### src/rtl/bcd_pkg.sv
// Shared types and constants for the sequential binary-to-BCD converter.
package bcd_pkg;

  typedef enum logic [1:0] {IDLE, SHIFT, LOAD} state_t;

  localparam logic [3:0] DIG_OVF    = 4'hE;
  localparam logic [3:0] ADJ_THRESH = 4'd5;
  localparam logic [3:0] ADJ_ADD    = 4'd3;

  // Largest value representable in ndig decimal digits (10^ndig - 1).
  function automatic logic [63:0] maxDisp(input int ndig);
    logic [63:0] p;
    p = 64'd1;
    for (int i = 0; i < ndig; i++) p = p * 64'd10;
    return p - 64'd1;
  endfunction

endpackage

### src/rtl/bcd_dabble_step.sv
// One double-dabble iteration: add-3 adjust every nibble >= 5, then shift in one bit.
module bcd_dabble_step
  import bcd_pkg::*;
#(
  parameter int NDIG = 4
) (
  input  logic [4*NDIG-1:0] acc,
  input  logic              bitIn,
  output logic [4*NDIG-1:0] accNext
);

  localparam int ACC_W = 4 * NDIG;

  logic [ACC_W-1:0] adj;

  always_comb begin
    adj = acc;
    for (int i = 0; i < NDIG; i++) begin
      if (acc[4*i +: 4] >= ADJ_THRESH) adj[4*i +: 4] = acc[4*i +: 4] + ADJ_ADD;
    end
    // Carry out of the top nibble is dropped; overflow is flagged separately.
    accNext = (adj << 1) | ACC_W'(bitIn);
  end

endmodule

### src/rtl/bin2bcd_seq.sv
// Sequential binary-to-BCD converter, one bit per clock, registered digit outputs.
// Optional leading-zero blanking mask is enabled by defining BCD_LZB_EN.
module bin2bcd_seq
  import bcd_pkg::*;
#(
  parameter int IN_W = 16,
  parameter int NDIG = 4
) (
  input  logic              iCLK,
  input  logic              iRST_N,
  input  logic              iSTART,
  input  logic [IN_W-1:0]   iBIN,
  output logic              oBUSY,
  output logic              oDONE,
  output logic [4*NDIG-1:0] oDIG,
  output logic              oOVF,
  output logic [NDIG-1:0]   oBLANK
);

  localparam int ACC_W = 4 * NDIG;
  localparam int CNT_W = $clog2(IN_W + 1);
  localparam logic [63:0] MAX_VAL = maxDisp(NDIG);

  state_t           state, stateNext;
  logic [IN_W-1:0]  shReg;
  logic [ACC_W-1:0] acc, accStep;
  logic [CNT_W-1:0] cnt;
  logic             ovfPend;

  bcd_dabble_step #(.NDIG(NDIG)) uStep (
    .acc    (acc),
    .bitIn  (shReg[IN_W-1]),
    .accNext(accStep)
  );

  always_ff @(posedge iCLK) begin
    if (!iRST_N) state <= IDLE;
    else         state <= stateNext;
  end

  always_comb begin
    stateNext = state;
    unique case (state)
      IDLE:    if (iSTART) stateNext = SHIFT;
      SHIFT:   if (cnt == CNT_W'(1)) stateNext = LOAD;
      LOAD:    stateNext = IDLE;
      default: stateNext = IDLE;
    endcase
  end

  assign oBUSY = (state != IDLE);

  always_ff @(posedge iCLK) begin
    if (!iRST_N) begin
      shReg   <= '0;
      acc     <= '0;
      cnt     <= '0;
      ovfPend <= 1'b0;
      oDONE   <= 1'b0;
      oDIG    <= '0;
      oOVF    <= 1'b0;
    end else begin
      oDONE <= 1'b0;
      unique case (state)
        IDLE: begin
          if (iSTART) begin
            shReg   <= iBIN;
            acc     <= '0;
            cnt     <= CNT_W'(IN_W);
            ovfPend <= (64'(iBIN) > MAX_VAL);
          end
        end
        SHIFT: begin
          acc   <= accStep;
          shReg <= shReg << 1;
          cnt   <= cnt - CNT_W'(1);
        end
        LOAD: begin
          oDONE <= 1'b1;
          oOVF  <= ovfPend;
          oDIG  <= ovfPend ? {NDIG{DIG_OVF}} : acc;
        end
        default: ;
      endcase
    end
  end

`ifdef BCD_LZB_EN
  logic [NDIG-1:0] blankNext;

  // Digit i blanks only when it and every more significant digit are zero.
  always_comb begin
    logic allZero;
    allZero   = 1'b1;
    blankNext = '0;
    for (int i = NDIG - 1; i >= 1; i--) begin
      allZero      = allZero & (acc[4*i +: 4] == 4'd0);
      blankNext[i] = allZero;
    end
  end

  always_ff @(posedge iCLK) begin
    if (!iRST_N)            oBLANK <= {{(NDIG-1){1'b1}}, 1'b0};
    else if (state == LOAD) oBLANK <= ovfPend ? '0 : blankNext;
  end
`else
  assign oBLANK = '0;
`endif

endmodule

### config.mk
export PLATFORM = sky130hd
export DESIGN_NAME = bin2bcd_seq
export DESIGN_NICKNAME = d
export VERILOG_FILES = /design/src/rtl/bcd_pkg.sv /design/src/rtl/bcd_dabble_step.sv /design/src/rtl/bin2bcd_seq.sv
export SDC_FILE = /design/constraint.sdc
export NUM_CORES = 1
export LEC_CHECK = 0
export CAP_MARGIN = 30
export CORE_ASPECT_RATIO = 1.5
export CORE_MARGIN = 2
export CORE_UTILIZATION = 57
export CTS_CLUSTER_SIZE = 30
export DETAILED_ROUTE_END_ITERATION = 7
export PLACE_DENSITY_LB_ADDON = 0.05
export SLEW_MARGIN = 20
export SYNTH_ARGS = -nofsm -noshare
export SYNTH_HDL_FRONTEND = slang
export SYNTH_HIERARCHICAL = 1
export SYNTH_SLANG_ARGS = --single-unit
export TNS_END_PERCENT = 10
### constraint.sdc
create_clock -name iCLK -period 4.1 [get_ports iCLK]
set_clock_uncertainty 0.15 [all_clocks]
set_input_delay 0.82 -clock iCLK [delete_from_list [all_inputs] [get_ports iCLK]]
set_output_delay 0.82 -clock iCLK [all_outputs]
set_load 0.02 [all_outputs]
==> results by stage, run 1 <==
Timing:
- The setup-violating endpoint count in the final report is 0.
- The upper clock frequency limit is 389.4 MHz.
- The summed negative setup slack over all endpoints is 0 ns.
- The smallest clock period supported by the final layout is computed as 2.568 ns.
- The final critical path takes up roughly 63% of the cycle.
- The max-slew violation count is 0.
- For the pin with the worst max-slew slack, the measured transition is 0.7034 ns.
- Setup repair after global routing left no endpoint under its margin.
- The number of hold-slack violations in the final timing report is 0.
- In this run the tightest slew margin relative to its limit is a little over half.

Clocking:
- Gates resized during post-CTS repair numbered 0.
- The later pin in the worst-skew pair is clocked with a latency of 0.33 ns.
- The clock tree synthesis step divided the H-tree into 3 levels.
- The clock passes through at most 2 buffers.
- The number of buffers inserted by hold repair at cts is 0.
- The total CTS buffers is 9.
- The post-CTS setup-driven buffer insertion count is 0.
- CTS placed an instance of sky130_fd_sc_hd__clkbuf_8 at the clock tree root.
- Clock-pin slew was measured on the worst setup and hold paths at roughly 0.060 ns.
- TritonCTS built the clock tree.
- The number of sinks on the clock net is just under 60.

Cells and area:
- The number of fillers in the final layout is between 400 and 500.
- The library cell used most frequently in the layout, excluding fill and tap cells, is sky130_fd_sc_hd__dfxtp_1.
- The post-layout instance area is 3174 um2.
- In the final design database the tool counted around 370 nets.
- Relative to the synthesized area, the layout overhead comes to 19.28%.
- The number of antenna diodes is 0.
- The final core utilization is 70.47%.
- The library cells used most frequently in the layout, excluding fill and tap cells, are sky130_fd_sc_hd__dfxtp_1 (58), sky130_fd_sc_hd__nand2_1 (42), sky130_fd_sc_hd__clkdlybuf4s50_1 (37).
- Of the cells placed in the final design, the portion with a size suffix greater than 1 is between 8 and 9%.

Logic synthesis:
- The count of unique library cells instantiated by Yosys is 41.
- Synthesis inferred 58 register bits.
- The number of instances in the synthesized netlist is 308.
- The share of synthesized area occupied by flip-flops and latches is 43.63%.
- The count of synthesis-stage warnings from yosys is 6.
- The synthesized area per cell is 8.641 um2.
- The netlist area before placement is 2661 um2.

Critical path:
- The combined buffer and inverter count along the critical path is 1.
- Among cell families on the critical path, the largest total delay comes from buffers and inverters.
- Walking the worst path, the cells encountered are or2_2 -> clkdlybuf4s50_1.
- The worst setup path category is register to output pin.
- Data arrives at the worst endpoint at 1.60 ns.
- The type of origin of the critical path is a register.
- The endpoint class of the critical path is an output pin.
- The critical path crosses 2 cells after its start point.
- Among all stages on the critical path, the largest delay is contributed by sky130_fd_sc_hd__clkdlybuf4s50_1.
- The worst-path maximum fanout is 8.
- Counting cells, the worst reg-to-reg path comes to 4.
- On the worst path, the slowest cell contributes a delay of roughly 0.60 ns.
- The data required time of the worst path is 3.13 ns.

GRT:
- The wire length of the first global-routing pass is between 9000 and 10000 um.
- The global-route usage over all layers is 22.47%.
- The via count of the first global-routing pass came to approximately 2100.
- The number of antenna violations at the first check in global routing is 0.
- Global routing finished with a remaining overflow of 0.
- Entering global routing, the biggest net connects 30 pins.

Detailed routing:
- The number of vias per cell after detailed routing is 5.758.
- The detail route stage leaves a number of antenna-violating nets equal to 0.
- The final routed DRC violation total is 0.
- Across all layers, the routed design uses 2263 vias.
- For this block, the initial DRC count from the detailed router was 72.
- The routed wire length is 5489 um.
- In the final routed layout, each cell accounts on average for 13.97 um.
- For this run, the detailed router's first-pass iteration total came to 4.

Floorplan:
- The floorplan step set the die width to 59.79 um.
- The top-level I/O count is between 40 and 50.
- The area of the placeable core is 4504 um2.
- The overall die area is 5243 um2.
- For this configuration, the core starts out at a cell density of about three fifths.
- From bottom edge to top edge, the die measures 87.69 um.
- In this run the core area contains 30 standard-cell rows.

Power:
- The static leakage power is 1.204 nW.
- For this design the ratio of total power to cell area is 379.4 nW/um2.
- The maximum vdd drop is roughly 0.29 mV.

Min path:
- The worst hold path passes through 2 cells.
- The class of the tightest hold or removal check is register to register.

Place:
- The congestion estimate from routability-driven global placement came to between 0.8 and 0.9.
- The placed instances occupy a cell area of 2980 um2.
- Once detailed placement completed, the half-perimeter wirelength came to 3847 um.
- The count of input and output buffers is 37.

Flow run:
- The reported max-cap violation count is 0.

Outcome:
- The run finished with clean final reports.
-- flip-flops by register name, indices dropped and copies added, names as in the netlist --
name / flops
state: 2
oDONE: 1
oOVF: 1
oDIG: 16
ovfPend: 1
acc: 16
shReg: 16
cnt: 5
-- synth_stat cells, drive strengths merged --
| library cell | n | share of area, % |
|---|---|---|
| inv | 14 | 2.0 |
| nand3 | 6 | 1.1 |
| nand2 | 42 | 5.9 |
| a211o | 1 | 0.33 |
| nor3b | 1 | 0.71 |
| conb | 1 | 0.14 |
| and4 | 2 | 0.66 |
| o21a | 1 | 0.28 |
| a22o | 13 | 4.3 |
| xnor2 | 4 | 1.3 |
| a32o | 1 | 0.38 |
| clkbuf | 5 | 0.71 |
| a21oi | 31 | 6.4 |
| o21ai | 7 | 1.3 |
| o21bai | 1 | 0.42 |
| a22oi | 15 | 4.2 |
| buf | 19 | 5.0 |
| nor4 | 2 | 0.47 |
| or3 | 2 | 0.47 |
| nand2b | 9 | 2.1 |
| ha | 10 | 4.7 |
| nand3b | 4 | 1.1 |
| o211ai | 1 | 0.28 |
| nor3 | 26 | 5.3 |
| o221a | 1 | 0.42 |
| nor2 | 20 | 2.9 |
| mux2i | 4 | 1.5 |
| nand4 | 1 | 0.24 |
| nor2b | 2 | 0.47 |
| a311oi | 1 | 0.33 |
| or3b | 1 | 0.33 |
| or2 | 1 | 0.24 |
| a31oi | 1 | 0.24 |
| dfxtp | 58 | 44 |
-- per-layer routing --
layer,track usage [%],wire (um)
met1,24.40,2240
met2,39.43,2955
met3,4.579,181
met4,12.53,112
met5,0,0
-- report_power, final --
group | internal (mW) | switching (mW)
Sequential | 0.584 | 0.0178
Combinational | 0.0538 | 0.0716
Clock | 0.267 | 0.210
Total | 0.905 | 0.300
-- worst reg2reg max path: stages, from the launching register on --
cell	delay, ns
sky130_fd_sc_hd__dfxtp_1	0.49
sky130_fd_sc_hd__nor2b_1	0.53
sky130_fd_sc_hd__buf_4	0.35
sky130_fd_sc_hd__nor3_4	0.14
sky130_fd_sc_hd__a22o_1	0.30
-- metrics by stage --
step                      std cells  setup slack [ns]  power (mW)  hold WS [ns]
after floorplan                 311             2.298      0.7018        0.2867
after global placement          376             1.255      0.7346        0.2887
after detailed placement        376             1.186      0.7373        0.2936
after CTS                       392             1.523       1.211        0.3014
after global routing            393             1.421       1.251        0.3126
final                           393             1.532       1.204        0.2994
-- worst paths after layout --
path                    startpoint                    to  slack (ns)
max          state[1]$_SDFFE_PN0P_                 oBUSY        1.53
min           oDIG[8]$_SDFFE_PN0P_  oDIG[8]$_SDFFE_PN0P_        0.30
max reg2reg  state[0]$_SDFFE_PN0P_  acc[14]$_SDFFE_PN0P_        2.04
min reg2reg   oDIG[8]$_SDFFE_PN0P_  oDIG[8]$_SDFFE_PN0P_        0.30
-- layout make-up --
type	instances	area, um2	area share (%)
multi-input cells	215	1306	41.15
flip-flops and latches	58	1161	36.58
repair buffers	42	411.6	12.97
clock buffers	14	172.7	5.440
well taps	48	60.06	1.892
inverters	14	52.55	1.656
clock inverters	2	10.01	0.3153
-- kinds of logic after synthesis --
| group | Yosys count | synth area share (%) |
|---|---|---|
| compound gates | 74 | 18.90 |
| xor+xnor | 4 | 1.316 |
| fa+ha+maj | 10 | 4.701 |
| buf+inv | 38 | 7.710 |
| flops | 58 | 43.63 |
| mux | 4 | 1.505 |
| other cells | 1 | 0.1409 |
| simple gates | 119 | 22.10 |
Power figures use the tool's default switching activity.
==> run 2: changes to the inputs <==
--- a/config.mk
+++ b/config.mk
@@ -8,7 +8,7 @@
 export CAP_MARGIN = 30
 export CORE_ASPECT_RATIO = 1.5
 export CORE_MARGIN = 2
-export CORE_UTILIZATION = 57
+export CORE_UTILIZATION = 53
 export CTS_CLUSTER_SIZE = 30
 export DETAILED_ROUTE_END_ITERATION = 7
 export PLACE_DENSITY_LB_ADDON = 0.05
==> constraint.sdc (replaced) <==
create_clock -name iCLK -period 2.7 [get_ports iCLK]
set_clock_uncertainty 0.15 [all_clocks]
set_input_delay 0.54 -clock iCLK [delete_from_list [all_inputs] [get_ports iCLK]]
set_output_delay 0.54 -clock iCLK [all_outputs]
set_load 0.02 [all_outputs]
==> results by stage, run 2 (same netlist as run 1, synthesis figures left out) <==
Outcome:
- The flow ran to the end, and the final reports show no timing, DRC or antenna violations.

Timing:
- The slew at the pin closest to its max-slew limit was 0.7705 ns (+0.06709 ns).
- The max-slew violation count is 0 (unchanged).
- The summed negative setup slack over all endpoints came to 0 ns (unchanged).
- The setup-violating endpoint count in the final report is 0 (unchanged).
- The remaining max-slew budget at the tightest pin is 48.63% (-4.4 points).
- The number of hold-slack violations in the final timing report came to 0 (unchanged).
- Static timing analysis puts the maximum clock frequency at between 400 and 500 MHz.
- Subtracting the final worst setup slack from the clock period gives 2.294 ns.
- The final critical path takes up 84.96% of the cycle.
- Setup repair after global routing left no endpoint under its margin.

Clocking:
- The tree is rooted in a sky130_fd_sc_hd__clkbuf_8.
- The maximum buffer depth of the clock tree is 2 (unchanged).
- The maximum level of the CTS H-tree is 3 (unchanged).
- TritonCTS built the clock tree.
- The count of instances resized after the clock tree is built is 0 (unchanged).
- The post-CTS setup-driven buffer insertion count is 0 (unchanged).
- The later-pin clock latency in the skew report came to 0.33 ns (about the same).
- The clock-pin slew on the worst setup and hold paths came to 0.06 ns (about the same).
- The number of buffers inserted by hold repair at cts is 0 (unchanged).
- The total CTS buffers was 9 (unchanged).
- The number of sinks on the clock net is 58 (unchanged).

Detailed routing:
- The total number of vias is 2238 (-1.1%).
- The routed wire length is 5414 um (-1.4%).
- The final routed wire length divided by cell count is 13.11 um (-6.1%).
- The length of the first detailed-routing pass in iterations was 4 (unchanged).
- The number of vias per cell after detailed routing is 5.419 (-5.9%).
- The number of DRC markers in iteration 0 is 84 (+17%).
- The remaining antenna violation count is 0 (unchanged).
- The final routed DRC violation total is 0 (unchanged).

Critical path:
- Following the worst setup path forward leads to its endpoint at oBUSY.
- The worst-path maximum fanout is 8 (unchanged).
- Walking the worst path, the cells encountered are or2_2 -> clkdlybuf4s50_1.
- The length in cells of the worst reg-to-reg path was 5 (+1).
- The endpoint class of the critical path is an output pin.
- The delay of the slowest cell on the worst path was 0.54 ns (-0.06 ns).
- The slowest cell on the critical path is sky130_fd_sc_hd__clkdlybuf4s50_1.
- The worst register-to-register path begins at state[0]$_SDFFE_PN0P_.
- In this design, the largest share of critical-path delay is due to buffers and inverters.
- The setup slack on the worst flop-to-flop path is 1.03 ns (-1.01 ns).
- The combined buffer and inverter count along the critical path is 1 (unchanged).
- The type of origin of the critical path is a register.
- The signal arrival time at the worst endpoint is 1.60 ns (about the same).
- The capture instance of the worst register-to-register path is acc[13]$_SDFFE_PN0P_.
- The logic depth of the worst path, buffers included came to 2 (unchanged).
- The data required time of the worst path is 2.01 ns (-1.12 ns).
- The most critical setup path has its startpoint at state[0]$_SDFFE_PN0P_.
- The worst setup path category is register to output pin.

Power:
- The static leakage power came to 1.214 nW (+0.82%).
- The power density normalized to cell area is 562.1 nW/um2 (+48%).
- The maximum vdd drop was 0.3653 mV (+26%).

Cells and area:
- The post-layout instance area is 3203 um2 (+0.91%).
- The combined area of the multi-input logic cells came to 1306 um2 (unchanged).
- The synthesis-to-layout area growth is 20.36%.
- The number of fillers in the final layout is 429 (+7.0%).
- The sequential cell area is 1161 um2 (unchanged).
- Leaving out fill and tap cells, the most frequent cell in the layout is sky130_fd_sc_hd__dfxtp_1.
- The layout cell share with drive strength beyond 1 is 9.510% (+0.81 points).
- The number of non-filler instances in the completed layout is 413 (+5.1%).
- The number of nets in the final layout is 372 (+0.81%).
- In the layout the commonest cells are sky130_fd_sc_hd__dfxtp_1 (58), sky130_fd_sc_hd__nand2_1 (42), sky130_fd_sc_hd__clkdlybuf4s50_1 (37).
- The largest registers in the layout are acc: 16 flops, oDIG: 16 flops, shReg: 16 flops.
- The number of antenna diodes is 0 (unchanged).

GRT:
- The number of antenna violations at the first check in global routing is 0 (unchanged).
- The total global routing overflow was 0 (unchanged).
- The via count of the first global-routing pass came to 2150 (+3.4%).
- The global-route usage over all layers is 21.84% (-0.63 points).
- The maximum number of pins on one net before global-route repair is 27 (-10%).
- The wire length of the first global-routing pass is 9335 um (+3.5%).

Floorplan:
- The initial standard-cell utilization of the core came to 54.89% (-4.2 points).
- The overall die area is 5616 um2 (+7.1%).
- The die boundary width is 61.86 um (+3.5%).
- The die height is 90.79 um (+3.5%).
- The number of core rows is 31 (+3.3%).
- The top-level I/O count is 42 (unchanged).
- The area of the placeable core came to 4848 um2 (+7.6%).

Min path:
- The path class of the tightest hold or removal check is register to register.

Place:
- The post-DP HPWL came to 3800 um (-1.2%).
- The placer's final routability congestion estimate is 0.8127 (+0.41%).
- The placed cell count was 398 (+5.9%).
- The count of input and output buffers was 37 (unchanged).
- The total cell area at the placement stage is 3033 um2 (+1.8%).

Flow run:
- The reported max-cap violation count is 0 (unchanged).
-- run 2: routing by layer --
| metal | GRT usage, % | wire length, um | up-vias |
|---|---|---|---|
| li1 | - | - | 1133 |
| met1 | 23.50 | 2219 | 1040 |
| met2 | 38.42 | 2896 | 55 |
| met3 | 4.441 | 180 | 10 |
| met4 | 10.11 | 117 | 0 |
| met5 | 0 | 0 | - |
-- run 2: tightest hold or removal path: cells and delay by family, from the launching register on --
kind	cells	cell delay, ns
AOI/OAI and AO/OA	1	0.05
DFF	1	0.31
and+or+nand+nor	1	0.05
-- run 2: through the flow --
| stage | setup slack [ns] | util (%) | hold WS, ns | power (mW) |
|---|---|---|---|---|
| floorplan | 1.178 | - | 0.2867 | 1.066 |
| global placement | 0.5100 | 62.55 | 0.2900 | 1.123 |
| detailed placement | 0.4948 | 62.55 | 0.2965 | 1.127 |
| CTS | 0.3978 | 66.06 | 0.3044 | 1.812 |
| global route | 0.3652 | 66.06 | 0.3200 | 1.884 |
| finish | 0.4062 | 66.06 | 0.3015 | 1.801 |
-- run 2: power breakdown --
part | total (mW) | internal, mW | leakage [nW] | switching, mW
clock | 0.692 | 0.373 | 0.0920 | 0.319
sequential | 0.914 | 0.887 | 0.471 | 0.0271
combinational | 0.195 | 0.0859 | 0.651 | 0.109
-- run 2: final cells by class --
| cell class | instances | share of cell area, % |
|---|---|---|
| Multi-Input combinational cell | 215 | 40.78 |
| Sequential cell | 58 | 36.25 |
| Timing Repair Buffer | 45 | 13.44 |
| Clock buffer | 12 | 4.844 |
| Tap cell | 66 | 2.578 |
| Inverter | 14 | 1.641 |
| Clock inverter | 3 | 0.4688 |
-- run 2: worst min-delay path by stage --
stage,startpoint,endpoint,slack [ns],depth (start not counted)
2_1_floorplan,shReg[15]$_SDFFE_PN0P_,shReg[15]$_SDFFE_PN0P_,0.29,2
3_3_place_gp,oDIG[0]$_SDFFE_PN0P_,oDIG[0]$_SDFFE_PN0P_,0.29,2
3_5_place_dp,oDIG[0]$_SDFFE_PN0P_,oDIG[0]$_SDFFE_PN0P_,0.30,2
4_1_cts,oDIG[0]$_SDFFE_PN0P_,oDIG[0]$_SDFFE_PN0P_,0.30,2
5_1_grt,oDIG[8]$_SDFFE_PN0P_,oDIG[8]$_SDFFE_PN0P_,0.32,2
6_report,shReg[15]$_SDFFE_PN0P_,acc[0]$_SDFFE_PN0P_,0.30,2
==> run 3: changes to the inputs <==
==> constraint.sdc (replaced) <==
create_clock -name iCLK -period 2.12 [get_ports iCLK]
set_clock_uncertainty 0.15 [all_clocks]
set_input_delay 0.424 -clock iCLK [delete_from_list [all_inputs] [get_ports iCLK]]
set_output_delay 0.424 -clock iCLK [all_outputs]
set_load 0.02 [all_outputs]
==> results by stage, run 3 (same netlist as run 1, synthesis figures left out) <==
Detailed routing:
- The number of vias per cell after detailed routing is 5.344 (-1.4%).
- The final routed wire length divided by cell count is 12.84 um (-2.1%).
- The final routed DRC violation total came to 0 (unchanged).
- The total number of vias was 2234 (-0.18%).
- The number of DRC markers in iteration 0 is 74 (-12%).
- The routed wire length came to 5366 um (-0.89%).
- The remaining antenna violation count is 0 (unchanged).
- The length of the first detailed-routing pass in iterations is 4 (unchanged).

Flow run:
- The reported max-cap violation count is 0 (unchanged).

GRT:
- The wire length of the first global-routing pass was 9177 um (-1.7%).
- The total global routing overflow came to 0 (unchanged).
- The global-route usage over all layers was 21.86% (about the same).
- The number of antenna violations at the first check in global routing is 0 (unchanged).
- The maximum number of pins on one net before global-route repair came to 37 (+37%).
- The via count of the first global-routing pass is 2149 (-0.047%).

Cells and area:
- The number of nets in the final layout is 377 (+1.3%).
- The final core utilization is 68.18% (+2.1 points).
- The combined area of the multi-input logic cells is 1306 um2 (unchanged).
- In the layout the commonest cells are sky130_fd_sc_hd__dfxtp_1 (57), sky130_fd_sc_hd__nand2_1 (42), sky130_fd_sc_hd__clkdlybuf4s50_1 (36).
- The largest registers in the layout are acc: 16 flops, oDIG: 16 flops, shReg: 16 flops.
- Leaving out fill and tap cells, the most frequent cell in the layout is sky130_fd_sc_hd__dfxtp_1.
- The number of non-filler instances in the completed layout is 418 (+1.2%).
- The synthesis-to-layout area growth is 24.21%.
- The layout cell share with drive strength beyond 1 is 11.36% (+1.9 points).
- The number of antenna diodes came to 0 (unchanged).
- The sequential cell area is 1162 um2 (+0.11%).
- The number of fillers in the final layout was 421 (-1.9%).

Floorplan:
- The overall die area is 5616 um2 (unchanged).
- The die boundary width was 61.86 um (unchanged).
- The initial standard-cell utilization of the core came to 54.89% (unchanged).
- The area of the placeable core is 4848 um2 (unchanged).
- The top-level I/O count was 42 (unchanged).
- The number of core rows is 31 (unchanged).
- The die height is 90.79 um (unchanged).

Timing:
- The setup slack after layout came to 0.2476 ns (-0.1586 ns).
- The final critical-path required period is between 1.5 and 2 ns.
- Setup repair after global routing left no endpoint under its margin.
- The summed negative setup slack over all endpoints is 0 ns (unchanged).
- The max-slew violation count came to 0 (unchanged).
- The upper clock frequency limit is 534.1 MHz.
- The remaining max-slew budget at the tightest pin is 59.54% (+11 points).
- The slew at the pin closest to its max-slew limit came to 0.6063 ns (-0.1642 ns).
- The setup-violating endpoint count in the final report is 0 (unchanged).
- In the finished design, the share of the clock period the worst path needs comes to about 88%.
- The number of hold-slack violations in the final timing report is 0 (unchanged).

Clocking:
- The total CTS buffers came to 9 (unchanged).
- The later-pin clock latency in the skew report is 0.35 ns (+0.02 ns).
- The clock-pin slew on the worst setup and hold paths is 0.07 ns (about the same).
- The clock tree from TritonCTS is yes.
- The maximum buffer depth of the clock tree is 2 (unchanged).
- The clock root buffer is sky130_fd_sc_hd__clkbuf_8.
- The number of buffers inserted by hold repair at cts is 0 (unchanged).
- The post-CTS setup-driven buffer insertion count is 0 (unchanged).
- The number of sinks on the clock net is 58 (unchanged).
- The maximum level of the CTS H-tree is 3 (unchanged).

Power:
- The static leakage power came to 1.272 nW (+4.8%).
- The power density normalized to cell area is 761.1 nW/um2 (+35%).
- The maximum vdd drop is 0.7636 mV (+110%).

Place:
- The placer's final routability congestion estimate came to 0.7558 (-7.0%).
- The count of input and output buffers is 37 (unchanged).
- The placed cell count is 403 (+1.3%).
- The worst setup slack before clock tree synthesis is 0.03441 ns (-0.4604 ns).
- The post-DP HPWL came to 3807 um (+0.18%).

Outcome:
- The flow ran to the end, and the final reports show no timing, DRC or antenna violations.

Critical path:
- The slowest cell on the critical path is sky130_fd_sc_hd__clkdlybuf4s50_1.
- The delay of the slowest cell on the worst path is 0.62 ns (+0.08 ns).
- The combined buffer and inverter count along the critical path was 1 (unchanged).
- The worst setup path is launched from a register.
- The worst-path maximum fanout is 2 (-6).
- The data required time of the worst path was 1.55 ns (-0.46 ns).
- The family of cells with the greatest summed delay on the critical path is buffers and inverters.
- The endpoint class of the critical path is an output pin.
- The signal on the critical path passes through clkdlybuf4s50_1.
- The signal arrival time at the worst endpoint is 1.30 ns (-0.30 ns).
- The worst setup path category is register to output pin.

Min path:
- The class of the tightest hold or removal check is register to register.
==> run 3: changes by cell type in the layout (fill, tap and decap cells not counted), sizes merged <==
cell	change
clkbuf	-3
buf	+5
clkdlybuf4s50	-1
bufinv	+2
dlymetal6s2s	+1
clkinvlp	+1
==> run 3: power by group <==
part	total [mW]	internal [mW]	leakage (nW)	switching, mW
registers	1.16	1.13	0.472	0.0305
clock network	1.09	0.648	0.105	0.440
logic	0.270	0.126	0.696	0.144
==> run 3: path summary, 6_finish.rpt <==
| path | start | cells after the start | endpoint | slack (ns) |
|---|---|---|---|---|
| setup reg to reg | state[0]$_SDFFE_PN0P_ | 4 | state[1]$_SDFFE_PN0P_ | 0.42 |
| hold reg to reg | oDIG[12]$_SDFFE_PN0P_ | 2 | oDIG[12]$_SDFFE_PN0P_ | 0.31 |
| setup / recovery | oDIG[4]$_SDFFE_PN0P_ | 1 | oDIG[4] | 0.25 |
| hold / removal | oDIG[12]$_SDFFE_PN0P_ | 2 | oDIG[12]$_SDFFE_PN0P_ | 0.31 |
==> run 3: final cells by class <==
| class | count | share of cell area (%) |
|---|---|---|
| clock inverter | 6 | 2.498 |
| sequential | 58 | 35.16 |
| timing repair buffer | 50 | 14.99 |
| clock buffer | 9 | 3.747 |
| multi-input combinational | 215 | 39.52 |
| tap | 66 | 2.498 |
| inverter | 14 | 1.590 |
==> run 3: what timing repair did <==
| item | CTS | global route |
|---|---|---|
| resized for setup | 1 | 1 |
| setup endpoints to repair | 1 | 1 |
| gates cloned | 0 | 0 |
==> run 3: through the flow <==
step | instance area [um2] | hold WS (ns) | power (mW)
after floorplan | 2673 | 0.2867 | 1.357
after global placement | 3095 | 0.2892 | 1.450
after detailed placement | 3095 | 0.3006 | 1.454
after CTS | 3303 | 0.3092 | 2.526
after global routing | 3306 | 0.3253 | 2.614
final | 3306 | 0.3052 | 2.516
==> run 3: layer usage <==
metal  global-route usage [%]  routed length [um]  vias to the layer above
li1                         -                   -                     1141
met1                    23.94                2287                     1037
met2                    37.11                2781                       44
met3                    5.158                 161                       12
met4                    11.17                 135                        0
met5                        0                   0                        -
==> RTL change 1 (flow settings as in run 2) <==
`IN_W`: 16 -> 32.
--- a/src/rtl/bin2bcd_seq.sv
+++ b/src/rtl/bin2bcd_seq.sv
@@ -4,5 +4,5 @@
   import bcd_pkg::*;
 #(
-  parameter int IN_W = 16,
+  parameter int IN_W = 32,
   parameter int NDIG = 4
 ) (
Interface: changed (resized iBIN); port bits go from 42 to 58. The function was not compared with the original's and may differ.
==> RTL change 1 against run 2 <==
- highest routed layer unchanged
- core utilization grew 1.6 points
- largest power group unchanged
- count of clock-buffer cells in the layout is 2 lower
- sequential share of layout area barely moved
- power rose by 48%
- worst setup slack got worse by 0.022 ns
- combinational power rose by 60%
- wire length grew 32%
- synthesized area increased by 25%
- design area grew 29%
- register-to-register slack lost 0.16 ns
- non-clock buffer count increased by 18
- sequential power rose by 33%
- sequential cell count is 17 higher
==> RTL change 1: results (changes against run 2) <==
The run finished with clean final reports. Total number of yosys warnings: 6 (unchanged). Ranked by total cell area, the synthesized netlist is headed by sky130_fd_sc_hd__dfxtp_1 (45%), sky130_fd_sc_hd__nor2_1 (9.2%), sky130_fd_sc_hd__o221ai_1 (8.1%). The number of buffer cells added on primary ports is 53 (+43%). The maximum resistive drop on vdd is 0.6317 mV (+73%). The first-pass GRT wire length was 11870 um (+27%). The tools report the root buffer cell as sky130_fd_sc_hd__clkbuf_8.

The logs give 3884 sq um (+28%) for the instance area at placement and 0.2679 ns (-0.2270 ns) for the pre-CTS setup slack. The pin count of the biggest net entering global routing was 35 (+30%); the number of instances in the placed design was 501 (+26%). The data arrival time of the critical path was 1.63 ns (+0.03 ns). For this design, the slowest cell found on the critical path is sky130_fd_sc_hd__clkdlybuf4s50_1.

The run gives 394 (+28%) as the number of instances in the synthesized netlist. The deepest level of the CTS H-tree came out at 3 (unchanged). Highest cell delay on the worst timing path: 0.59 ns (+0.05 ns).

The run gives 483 (+30%) as the final net count. The tools report the global placement routability congestion as 0.8034 (-1.1%). The portion of the post-synthesis area used by sequential elements is 44.98% (+1.3 points), and the number of vias after detailed routing is 2927 (+31%). Worst relative slew slack: 54.91% (+6.3 points). The static leakage was 0.001601 uW (+32%); the global-route total usage across every layer was 22.22% (+0.38 points). Clock-pin slew was measured on the worst setup and hold paths at 0.07 ns. The number of fill cells in the layout is 553 (+29%), and the met2 wire length is 3595 um (+24%). The share of cells above drive strength 1 is 7.692% (-1.8 points), and the clock insertion delay at the later pin of the skew report is 0.35 ns (+0.02 ns). The logs give 0 (unchanged) for the number of setup buffers added after CTS and 251 um (+39%) for the met3 wire length. In the synthesized netlist, the cells that appear most often are sky130_fd_sc_hd__nor2_1 (82), sky130_fd_sc_hd__dfxtp_1 (75), sky130_fd_sc_hd__o221ai_1 (31). The detailed-route wire length on metal 1 is 3185 um (+44%), and the total congestion overflow after global routing is 0 (unchanged). The via count of the first global-routing pass came out at 2644 (+23%).

The routed length per instance came out at 13.87 um (+5.8%). The run gives 149 (+77%) as the violation count after the first detailed-routing iteration. The run gives 43 (+4.9%) as the distinct cell type count of the synthesized netlist. The largest fanout on the critical path is 10 (+2). The detailed placer's ending HPWL was 4985 um (+31%); the post-cts repair resize count was 0 (unchanged).

The highest layer touched by signal routing is met4. The largest registers in the layout are shReg: 32 flops, acc: 16 flops, oDIG: 16 flops. The detail-routed via count per cell was 5.672 (+4.7%).

The number of buffers created by CTS was 9 (unchanged).
[RTL change 1: changes by cell type in the layout (fill, tap and decap cells not counted), moves of 15 or more]
cell,change
sky130_fd_sc_hd__a21oi_1,-15
sky130_fd_sc_hd__nor2_1,+63
sky130_fd_sc_hd__clkdlybuf4s50_1,+16
sky130_fd_sc_hd__dfxtp_1,+17
sky130_fd_sc_hd__a22oi_1,-15
sky130_fd_sc_hd__nand2_1,-15
sky130_fd_sc_hd__o221ai_1,+31
[RTL change 1: stage by stage]
stage	utilization, %	power [uW]
floorplan	-	1446
global placement	63.35	1555
CTS	67.63	2678
global route	67.63	2775
detailed placement	63.35	1561
finish	67.63	2663
[RTL change 1: kinds of logic (layout without fill, tap and decap cells)]
logic type                 after synthesis  in the layout  synth area share [%]
DFF                                     75             75                 44.98
and+or+nand+nor                        177            177                 24.81
AOI/OAI and AO/OA                       78             78                 17.84
muxes                                    4              4                 1.199
other                                    1              4                0.1123
adders and majority gates               10             10                 3.748
buffers and inverters                   45             90                 6.259
xor gates and xnor gates                 4              4                 1.049
[RTL change 1: path summary, 6_finish.rpt]
check                                      startpoint                endpoint  slack, ns  cells after the start
worst max register to register  state[0]$_SDFFE_PN0P_  shReg[22]$_SDFFE_PN0P_       0.87                      4
worst min-delay path             oDIG[4]$_SDFFE_PN0P_    oDIG[4]$_SDFFE_PN0P_       0.30                      2
worst max-delay path            state[1]$_SDFFE_PN0P_                   oBUSY       0.38                      2
worst min register to register   oDIG[4]$_SDFFE_PN0P_    oDIG[4]$_SDFFE_PN0P_       0.30                      2
[RTL change 1: area by class of cell]
class / count / area share (%)
timing repair buffer: 63 / 14.60
multi-input combinational: 277 / 39.53
inverter: 12 / 1.086
clock inverter: 5 / 3.017
sequential: 75 / 36.21
tap: 74 / 2.233
clock buffer: 10 / 3.319
[RTL change 1: critical path: cells and delay by family (launching register included)]
family                 cells  cell delay (ns)
DFF                        1             0.51
and+or+nand+nor            1             0.18
buffers and inverters      1             0.59
[RTL change 1: where the power goes]
group | switching [uW] | internal, uW
registers | 50.0 | 1170
clock network | 400 | 726
logic | 167 | 145
[RTL change 1: metal layers]
| metal | up-vias | GRT usage [%] |
|---|---|---|
| met2 | 75 | 37.43 |
| met5 | - | 0 |
| li1 | 1481 | - |
| met3 | 12 | 4.111 |
| met4 | 0 | 9.201 |
| met1 | 1359 | 27.33 |
==> RTL change 2 (flow settings as in run 2) <==
Without the edit above. Put one more register stage on the output `oOVF`, with the module's reset. The value now appears one clock later. The other outputs are not delayed to match.
--- a/src/rtl/bin2bcd_seq.sv
+++ b/src/rtl/bin2bcd_seq.sv
@@ -21,4 +21,6 @@
   localparam int CNT_W = $clog2(IN_W + 1);
   localparam logic [63:0] MAX_VAL = maxDisp(NDIG);
+
+  logic oOVF_s0;
 
   state_t           state, stateNext;
@@ -59,5 +61,5 @@
       oDONE   <= 1'b0;
       oDIG    <= '0;
-      oOVF    <= 1'b0;
+      oOVF_s0 <= 1'b0;
     end else begin
       oDONE <= 1'b0;
@@ -78,5 +80,5 @@
         LOAD: begin
           oDONE <= 1'b1;
-          oOVF  <= ovfPend;
+          oOVF_s0 <= ovfPend;
           oDIG  <= ovfPend ? {NDIG{DIG_OVF}} : acc;
         end
@@ -108,4 +110,12 @@
 `endif
 
+  always_ff @(posedge iCLK) begin
+    if (!iRST_N) begin
+      oOVF <= '0;
+    end else begin
+      oOVF <= oOVF_s0;
+    end
+  end
+
 endmodule
 
Check against the original RTL: no difference found for any inputs over 10 cycles, from zero or initial values and one cycle with iRST_N low; that may be too few to reach the edited logic, so the function may still have changed.
==> RTL change 2 against run 2 <==
- power is 2.2% higher
- synthesized area up 3.8%
- design area rose by 1.8%
- sequential power increased by 3.4%
- sequential share of layout area hardly changed
- wire length shrank 1.2%
- sequential cell count rose by 1
- worst hold slack gained 0.0038 ns
- synthesized cell count shrank 2.3%
- critical path depth stayed put
- worst setup slack better by 0.042 ns
==> RTL change 2: results (changes against run 2) <==
The run finished with clean final reports. The non-clock inverter total of the final layout is 11 (-3), and the met2 wire length is 2750 um (-5.0%). Portion of the layout cell area used by clock cells: 4.912% (-0.40 points).

The distinct cell type count of the synthesized netlist was 44 (+7.3%); the internal power consumption was 1366 uW (+1.5%). The pin count of the biggest net entering global routing is 31 (+15%). Number of synthesized register bits: 59 (+1.7%). The run gives 405 (-1.9%) as the final non-filler cell total. The run gives 3719 um (-2.1%) as the detailed placer's ending HPWL. The first-pass GRT wire length was 9266 um (-0.74%); the via count of the first global-routing pass was 2086 (-3.0%).

The maximum resistive drop on vdd is 0.3778 mV (+3.4%), and the minimum setup slack among reg-to-reg paths is 0.96 ns (-0.07 ns). Cell count of the worst hold path: 1 (-1). Launch instance of the worst register-to-register path: state[1]$_SDFFE_PN0P_. The synthesized-area fraction occupied by adder cells is 4.529% (-0.17 points), and the detail-routed via count per cell is 5.390 (-0.53%).

In this run the most critical hold path is launched from oOVF_s0$_SDFFE_PN0P_. The fraction of area in registers was 36.22% (about the same); the xor-xnor portion of the synthesized cell area was 1.268% (-0.048 points). The global-route total usage across every layer came out at 20.23% (-1.6 points). The final instance area came out at 3261 sq um (+1.8%). The logs give 464 (+8.2%) for the number of fill cells in the layout and 5351 um (-1.2%) for the sum of routed wire length over all layers.

For hold timing, the worst endpoint is oOVF$_SDFF_PN0_. For the pre-CTS setup slack, the log shows 0.4183 ns (-0.07654 ns). The non-clock buffer instance count of the final layout is 43 (-4.4%), and the worst setup margin is 0.4480 ns (+0.04177 ns). For the detailed-route wire length on metal 1, the log shows 2304 um (+3.8%).

The buffer share of cell area is 12.74% (-0.70 points). The data arrival time of the critical path was 1.56 ns (-0.04 ns); the proportion of synthesized area in mux cells was 1.449% (-0.055 points). The tools report the final net count as 362 (-2.7%). The endpoint identified for the worst register-to-register timing path is shReg[10]$_SDFFE_PN0P_. After synthesis, the cell types taking the most area are sky130_fd_sc_hd__dfxtp_1 (43%), sky130_fd_sc_hd__nand2_1 (4.8%), sky130_fd_sc_hd__ha_1 (4.5%). The violation count after the first detailed-routing iteration was 102 (+21%); the transition time at the pin with the least slew margin was 0.7800 ns (+0.009556 ns). The global placement routability congestion came out at 0.7759 (-4.5%). The synthesized area per cell works out to 9.178 sq um (+6.2%). Counting instances in the post-synthesis netlist gives the leading cell types as sky130_fd_sc_hd__dfxtp_1 (59), sky130_fd_sc_hd__nand2_1 (35), sky130_fd_sc_hd__nor2_1 (19). The logs give 0.3053 ns (+0.003779 ns) for the worst hold margin and 390 (-2.0%) for the number of instances in the placed design. The multi-input combinational area share works out to 42.25% (+1.5 points).
-- RTL change 2: cell count changes in the layout (fill, tap and decap cells not counted), sizes merged, moves of 6 or more --
cell and change:
a21oi -27, a21boi +20, nor3 -14, nor3b +12, and3 +7, nand2 -7
a221o +6, a22oi -6
-- RTL change 2: cell families (layout without fill, tap and decap cells) --
family                     Yosys count  after routing
and+or+nand+nor                    120            120
AOI/OAI and AO/OA                   67             67
DFF                                 59             59
buffers and inverters               36             69
adders and majority gates           10             10
xor gates and xnor gates             4              4
muxes                                4              4
other                                1              4
-- RTL change 2: layer usage --
| metal | GRT usage [%] | up-vias |
|---|---|---|
| met1 | 21.86 | 1014 |
| li1 | - | 1116 |
| met5 | 0 | - |
| met2 | 36.52 | 46 |
| met4 | 8.704 | 0 |
| met3 | 5.468 | 7 |
-- RTL change 2: power by group through the flow --
stage               Sequential (uW)  Combinational [uW]  Clock, uW
floorplan                       953                 179          0
global placement                962                 225          0
detailed placement              963                 228          0
CTS                             944                 228        688
global route                    950                 252        725
finish                          945                 226        669
